$ cat src/rtl/mod107_pkg.sv
// Shared constants and state type for the mod-107 residue path (LUT stage,
// accumulator and downstream residue-domain blocks).
package mod107_pkg;

    localparam int unsigned MODULUS    = 107;
    localparam int unsigned RES_W      = 7;
    localparam int unsigned NUM_CHUNKS = 67;
    localparam int unsigned CNT_W      = $clog2(NUM_CHUNKS);

    typedef enum logic [0:0] {
        ACCUM,
        DONE
    } state_e;

endpackage

$ cat src/rtl/mod107_add.sv
// Combinational (a + b) mod MODULUS for reduced operands a, b < MODULUS.
module mod107_add
    import mod107_pkg::*;
(
    input  logic [RES_W-1:0] a_i,
    input  logic [RES_W-1:0] b_i,
    output logic [RES_W-1:0] sum_o
);

    localparam logic [RES_W:0] ModExt = (RES_W + 1)'(MODULUS);

    logic [RES_W:0] sum_full;
    logic [RES_W:0] sum_red;

    // Sum of two reduced operands is below 2*MODULUS, so one subtract suffices.
    always_comb begin
        sum_full = {1'b0, a_i} + {1'b0, b_i};
        sum_red  = (sum_full >= ModExt) ? (sum_full - ModExt) : sum_full;
        sum_o    = sum_red[RES_W-1:0];
    end

endmodule

$ cat src/rtl/mod107_residue_accum.sv
// Accumulates NUM_CHUNKS partial residues modulo MODULUS per operand and
// presents the final residue plus an out-of-range flag through valid/ready.
module mod107_residue_accum
    import mod107_pkg::*;
(
    input  logic             clk_i,
    input  logic             rst_i,
    input  logic             in_valid_i,
    output logic             in_ready_o,
    input  logic [RES_W-1:0] in_res_i,
    output logic             out_valid_o,
    input  logic             out_ready_i,
    output logic [RES_W-1:0] out_res_o,
    output logic             out_err_o
);

    localparam logic [RES_W-1:0] ModRes  = RES_W'(MODULUS);
    localparam logic [CNT_W-1:0] CntLast = CNT_W'(NUM_CHUNKS - 1);

    state_e           state_q, state_d;
    logic [RES_W-1:0] acc_q, acc_d;
    logic [CNT_W-1:0] cnt_q, cnt_d;
    logic             err_q, err_d;

    logic             in_ge;
    logic [RES_W-1:0] in_red;
    logic [RES_W-1:0] acc_sum;

    // Illegal partials (>= MODULUS) are folded back once and flagged.
    always_comb begin
        in_ge  = (in_res_i >= ModRes);
        in_red = in_ge ? (in_res_i - ModRes) : in_res_i;
    end

    mod107_add u_add (
        .a_i   (acc_q),
        .b_i   (in_red),
        .sum_o (acc_sum)
    );

    always_comb begin
        state_d = state_q;
        acc_d   = acc_q;
        cnt_d   = cnt_q;
        err_d   = err_q;
        unique case (state_q)
            ACCUM: begin
                if (in_valid_i) begin
                    acc_d = acc_sum;
                    err_d = err_q | in_ge;
                    if (cnt_q == CntLast) begin
                        cnt_d   = '0;
                        state_d = DONE;
                    end else begin
                        cnt_d = cnt_q + CNT_W'(1);
                    end
                end
            end
            DONE: begin
                if (out_ready_i) begin
                    state_d = ACCUM;
                    acc_d   = '0;
                    err_d   = 1'b0;
                end
            end
        endcase
    end

    always_ff @(posedge clk_i or posedge rst_i) begin
        if (rst_i) begin
            state_q <= ACCUM;
            acc_q   <= '0;
            cnt_q   <= '0;
            err_q   <= 1'b0;
        end else begin
            state_q <= state_d;
            acc_q   <= acc_d;
            cnt_q   <= cnt_d;
            err_q   <= err_d;
        end
    end

    always_comb begin
        in_ready_o  = (state_q == ACCUM);
        out_valid_o = (state_q == DONE);
        out_res_o   = acc_q;
        out_err_o   = err_q;
    end

endmodule

$ cat config.mk
export PLATFORM = sky130hd
export DESIGN_NAME = mod107_residue_accum
export DESIGN_NICKNAME = d
export VERILOG_FILES = /design/src/rtl/mod107_pkg.sv /design/src/rtl/mod107_add.sv /design/src/rtl/mod107_residue_accum.sv
export SDC_FILE = /design/constraint.sdc
export NUM_CORES = 1
export LEC_CHECK = 0
export CAP_MARGIN = 20
export CELL_PAD_IN_SITES_DETAIL_PLACEMENT = 1
export CELL_PAD_IN_SITES_GLOBAL_PLACEMENT = 2
export CORE_UTILIZATION = 32
export CTS_BUF_LIST = sky130_fd_sc_hd__clkbuf_8
export CTS_CLUSTER_DIAMETER = 40
export CTS_CLUSTER_SIZE = 16
export DETAILED_ROUTE_END_ITERATION = 8
export PLACE_DENSITY = 0.83
export SLEW_MARGIN = 20
export SYNTH_ARGS = -nofsm -noshare
export SYNTH_HDL_FRONTEND = slang
export SYNTH_HIERARCHICAL = 1
export SYNTH_SLANG_ARGS = --single-unit
$ cat constraint.sdc
create_clock -name clk_i -period 2.9 [get_ports clk_i]
set_input_delay 0.29 -clock clk_i [delete_from_list [all_inputs] [get_ports clk_i]]
set_output_delay 0.29 -clock clk_i [all_outputs]
set_load 0.005 [all_outputs]
==> results of run 1 <==
per-stage QoR:
stage | worst slack (ps) | util, %
2_1_floorplan | -279.9 | -
3_3_place_gp | -1027 | 48.10
3_5_place_dp | -1134 | 48.10
4_1_cts | -372.8 | 52.13
5_1_grt | -499.5 | 54.59
6_report | -415.0 | 54.59
flip-flops by register name (all words and copies together), names as in the netlist:
name / flops
cnt_q: 7
out_valid_o: 1
out_res_o: 7
out_err_o: 1
layer usage:
metal	wire length [um]	vias to the layer above	track usage, %
li1	-	782	-
met1	2444	827	29.53
met2	2959	29	42.20
met3	119	10	1.994
met4	108	0	5.111
met5	0	-	0
area by class of cell:
cell class              instances  area share, %
multi-input cells             138          52.31
repair buffers                 76          26.18
flip-flops and latches         16          16.39
well taps                      52          2.664
clock buffers                   3          1.691
inverters                       5         0.7684
path summary, 6_finish.rpt:
check	startpoint	end	slack, ps
min reg2reg	cnt_q[5]	cnt_q[5]	510
min	rst_i	cnt_q[1]	420
max reg2reg	out_res_o[0]	out_res_o[1]	110
max	in_res_i[0]	out_res_o[1]	-420
min in group clk_i	cnt_q[5]	cnt_q[5]	510
max in group asynchronous	rst_i	out_res_o[2]	2090
worst max-delay path: cells and delay by family:
kind            cells  cell delay [ps]
compound gates      4             1180
xor+xnor            1              180
mux                 1              320
fa+ha+maj           2              590
simple gates        3              670
buf+inv             2              210
power breakdown:
group / leakage (uW) / internal (uW) / total [uW] / switching (uW)
clock: 0.0000216 / 91.9 / 160 / 67.7
combinational: 0.000842 / 1450 / 2770 / 1320
sequential: 0.000194 / 326 / 459 / 133
layout by cell type (no fill, tap or decap), drive strengths merged, types with 6 or more instances in the layout:
cell type	synthesis	layout
xor2	6	6
a21oi	7	7
ha	11	11
dfrtp	16	16
a22o	7	7
buf	1	58
nand4	6	6
nor2	12	12
clkdlybuf4s50	0	13
o21ai	12	12
nand2	9	9
timing repair:
item	in CTS	in global routing
endpoints found under the setup margin	7	7
setup buffers	8	3
gates resized for setup	38	20
pin swaps	22	18
endpoints found under the hold margin	0	0
cell families after synthesis:
| group | count (synthesis) |
|---|---|
| flops | 16 |
| fa+ha+maj | 12 |
| compound gates | 60 |
| simple gates | 50 |
| buf+inv | 6 |
| mux | 5 |
| xor+xnor | 11 |
==> impl_metrics.json, run 1 <==
{
  "cts_buffer_depth": 2,
  "fin_crit_ps": 3315,
  "power_density_nw_per_um2": 1386,
  "fin_ws_ps": -415.0,
  "cts_root_buffer": "clkbuf_8",
  "ir_drop_uv": 569.0,
  "wl_per_cell_um": 19.42,
  "reg2regPathDepth": 8,
  "diodes": 0,
  "status": "finished, violations left",
  "ys_seq_area_share_pct": 26.21,
  "numPortBuffers": 20,
  "fin_total_pwr_uw": 3384,
  "finalClockSkew_ps": 0.9103,
  "crit_chain": "buf_8 > buf_12 > a2111oi_4 > nor3_4 > xor2_1 > ha_2 > fa_2 > a211o_4 > and4_4 > or3_4 > a31oi_4 > mux2_4 > a22o_1",
  "dieArea_sq_um": 5055,
  "tightest_slew_ps": 611.7,
  "die_x_um": 71.10,
  "postPlaceCellArea_sq_um": 2152,
  "violations": "setup timing",
  "synth_xor_area_share_pct": 6.798,
  "gp_congestion": 0.8991,
  "hpwl_mm": 4.140,
  "finalInstanceArea_sq_um": 2442,
  "htreeDepth": 1,
  "netlist_area_sq_um": 1528,
  "clkTransAtPathRegs_ps": 60,
  "synthMuxAreaShare_pct": 3.686,
  "avgSynthCellArea_sq_um": 9.548,
  "synthCells": 160,
  "ff_latch_area_sq_um": 400.4,
  "numCtsBuffers": 3,
  "synth_top_area_cell": "dfrtp_1",
  "worstPathRequired_ps": 3030,
  "synth-simple-area-share_pct": 19.00,
  "synthDistinctLibCells": 62,
  "overflow": 0,
  "n_fill_cell": 507,
  "cp-start-kind": "input pin",
  "ios": 21,
  "crit_type": "in2reg",
  "ys_ff_latch": 16,
  "first_iter_violations": 66,
  "final_cells": 290,
  "postSynth.asyncResetShare_pct": 100.0,
  "cp.arrival_ps": 3450,
  "cts_tree": "yes",
  "slowest_delay_ps": 410,
  "ys_warn_count": 6,
  "place_inst": 277,
  "cts_sinks": 16,
  "antenna_found_initial": 0,
  "totalWireLength_mm": 5.632,
  "worst_setup_path_end_kind": "flip-flop",
  "grt_pass1_wl_mm": 9.052,
  "slew_headroom_pct": 59.18,
  "drcViolationCount": 0,
  "insertion_delay_ps": 240,
  "synth_top_family_by_area": "compound AO/OA/AOI/OAI gates",
  "netlist.area_leader.share_pct": 26.21,
  "viasPerCell": 5.683,
  "synth.area.top_cells": "dfrtp_1, ha_1, a2111oi_4",
  "drive_gt1_share_pct": 44.96,
  "grt_pass1_vias": 1782,
  "yosysMostFrequentCell": "dfrtp_1",
  "syn_nets": 183,
  "synth_edf_count": 0,
  "setup_viol": 7,
  "fin_setup_tns_ps": -2171,
  "maxCapViolations": 0,
  "synthAdderAreaFrac_pct": 10.32,
  "grt_usage_pct": 23.09,
  "synth_commonest_cells": "dfrtp_1, nor2_1, ha_1, o21ai_0, nand2_1",
  "num_vias": 1648,
  "syn_to_final_growth_pct": 59.87,
  "worst_hold_path_type": "in2async",
  "rsz0062_at_grt": "true",
  "initial_core_util_pct": 34.14,
  "synth_compound_area_share_pct": 32.27,
  "final_antenna_net_count": 0,
  "worst_hold_slack_ps": 419.7,
  "firstDrtPassIters": 4,
  "critPathSlowestCell": "or3_4",
  "grt_max_degree": 17,
  "synthFlopType": "dfrtp_1",
  "multi_input_comb_area_sq_um": 1277,
  "die_y_um": 71.10,
  "hold_viol": 0,
  "row_count": 24,
  "coreArea_sq_um": 4474,
  "leakagePower_uw": 0.001058,
  "hold_buffers": 0,
  "layout.nets": 263,
  "fmax_ghz": 0.3017,
  "critPathMaxFanout": 4,
  "finalCritPeriodShare_pct": 114.3,
  "drv_slew": 0
}
No activity file was read; power rests on OpenSTA's default activity.
==> run 2: changes to the inputs <==
Settings changed: PLACE_DENSITY 0.83 to not set, PLACE_DENSITY_LB_ADDON set to 0.1.
==> run 2 against run 1 <==
Net effect: the flow finishes with violations (DRC, setup timing); cell count decreased by 1.4%; clock power grew 20%; die area stayed put; power fell by 7.3%; routed wire length fell by 14%; register-to-register slack better by 70 ps; critical endpoint unchanged.
==> impl_metrics.json, run 2 (synthesis results as in run 1) <==
{
  "status": "finished, violations left",
  "violations": "DRC, setup timing",
  "critPathMaxFanout": 3,
  "syn_to_final_growth_pct": 53.73,
  "first_iter_violations": 40,
  "switchingPower_uw": 1351,
  "coreArea_sq_um": 4474,
  "layout_commonest_cell": "buf_4",
  "die_y_um": 71.10,
  "cts_buffer_depth": 2,
  "firstDrtPassIters": 8,
  "wl_met1_mm": 2.413,
  "cp.arrival_ps": 3260,
  "layout.nets": 258,
  "fin_ws_ps": -224.2,
  "overflow": 0,
  "crit_type": "in2reg",
  "cts_sinks": 16,
  "fin_crit_ps": 3124,
  "layout_common_cells": "buf_4, dfrtp_1, clkdlybuf4s50_1",
  "fin_total_pwr_uw": 3137,
  "tightest_slew_ps": 619.3,
  "fin_setup_tns_ps": -887.3,
  "cts_tree": "yes",
  "ir_drop_uv": 574.3,
  "grt_pass1_wl_mm": 8.362,
  "worst_setup_path_end_kind": "flip-flop",
  "finalInstanceArea_sq_um": 2349,
  "viasPerCell": 5.497,
  "num_vias": 1572,
  "wl_per_cell_um": 16.96,
  "numCtsBuffers": 3,
  "leakagePower_uw": 0.001027,
  "worstPathRequired_ps": 3040,
  "antenna_found_initial": 0,
  "slew_headroom_pct": 58.28,
  "row_count": 24,
  "finalCritPeriodShare_pct": 107.7,
  "hold_viol": 0,
  "rsz0062_at_grt": "true",
  "postPlaceCellArea_sq_um": 2130,
  "hold_buffers": 0,
  "power_density_nw_per_um2": 1336,
  "hpwl_mm": 3.856,
  "crit_family": "compound AO/OA/AOI/OAI gates",
  "fmax_ghz": 0.3201,
  "insertion_delay_ps": 250,
  "drv_slew": 0,
  "utilization_pct": 52.49,
  "comb_power_share_pct": 79.3,
  "cp_num_buf_inv": 2,
  "place_ws_ps": -1043,
  "htreeDepth": 1,
  "top_layer_used": "met4",
  "cts_root_buffer": "clkbuf_8",
  "final_antenna_net_count": 0,
  "drive_gt1_share_pct": 41.03,
  "grt_usage_pct": 20.92,
  "internal-power_uw": 1787,
  "drcViolationCount": 1,
  "dieArea_sq_um": 5055,
  "die_x_um": 71.10,
  "slowest_delay_ps": 420,
  "initial_core_util_pct": 34.14,
  "totalWireLength_mm": 4.850,
  "worst_hold_path_type": "in2async",
  "gp_congestion": 0.8593,
  "cp-start-kind": "input pin",
  "clkTransAtPathRegs_ps": 60,
  "diodes": 0,
  "crit_chain": "buf_8 > buf_6 > a2111oi_4 > nor3_4 > xor2_1 > ha_2 > fa_2 > a211o_1 > and4_4 > or3_4 > a31oi_4 > mux2_4 > a22o_1",
  "grt_max_degree": 17,
  "p_sw_share_pct": 43.05,
  "grt_pass1_vias": 1699,
  "wl_met2_mm": 2.312,
  "critPathSlowestCell": "or3_4",
  "numPortBuffers": 20,
  "setup_viol": 7,
  "maxCapViolations": 0,
  "finalClockSkew_ps": 0.5907,
  "seqPwrFrac_pct": 14.6,
  "wl_met3_um": 89,
  "pwr-share-clk_pct": 6.1,
  "ios": 21
}
==> run 2: metrics by stage <==
step	hold slack [ps]	instances
3_5_place_dp	485.3	274
6_report	413.7	286
2_1_floorplan	203.7	160
5_1_grt	485.2	286
4_1_cts	433.4	283
3_3_place_gp	473.5	274
==> run 2: worst register-to-register path: stages, from the launching register on <==
cell	delay [ps]
dfrtp_1	420
ha_2	200
fa_2	350
a211o_1	320
and4_4	190
or3_4	420
a31oi_4	200
mux2_4	310
a22o_1	200
==> run 2: final timing paths <==
path	depth (start not counted)	slack [ps]	to	start
hold / removal	2	410	cnt_q[4]	rst_i
min in group clk_i	1	490	cnt_q[6]	cnt_q[6]
hold reg to reg	1	490	cnt_q[6]	cnt_q[6]
setup reg to reg	8	180	out_res_o[1]	out_res_o[0]
max in group asynchronous	2	2100	out_res_o[5]	rst_i
setup / recovery	13	-220	out_res_o[1]	in_res_i[1]
==> run 2: final cells by class <==
class / count / area (sq um)
Clock buffer: 4 / 55.05
Fill cell: 514 / 2126
Inverter: 5 / 18.77
Timing Repair Buffer: 71 / 586.8
Tap cell: 52 / 65.06
Sequential cell: 16 / 400.4
Multi-Input combinational cell: 138 / 1222
==> run 2: layer usage <==
metal  global-route usage, %  up-vias
met4                   3.333        0
met2                   35.15       17
li1                        -      773
met1                   29.97      777
met3                   1.567        5
met5                       0        -
==> run 2: power groups by stage <==
stage	Clock (uW)	Combinational (uW)	Sequential (uW)
floorplan	0	1240	419
global placement	0	2120	450
detailed placement	0	2170	458
CTS	201	2410	458
global route	206	2710	477
finish	192	2490	458
==> run 2: what timing repair did <==
| action | in CTS | in global routing |
|---|---|---|
| setup buffers | 5 | 3 |
| setup endpoints to repair | 7 | 7 |
| gates resized for setup | 39 | 11 |
| pin swaps | 20 | 12 |
| endpoints found under the hold margin | 0 | 0 |
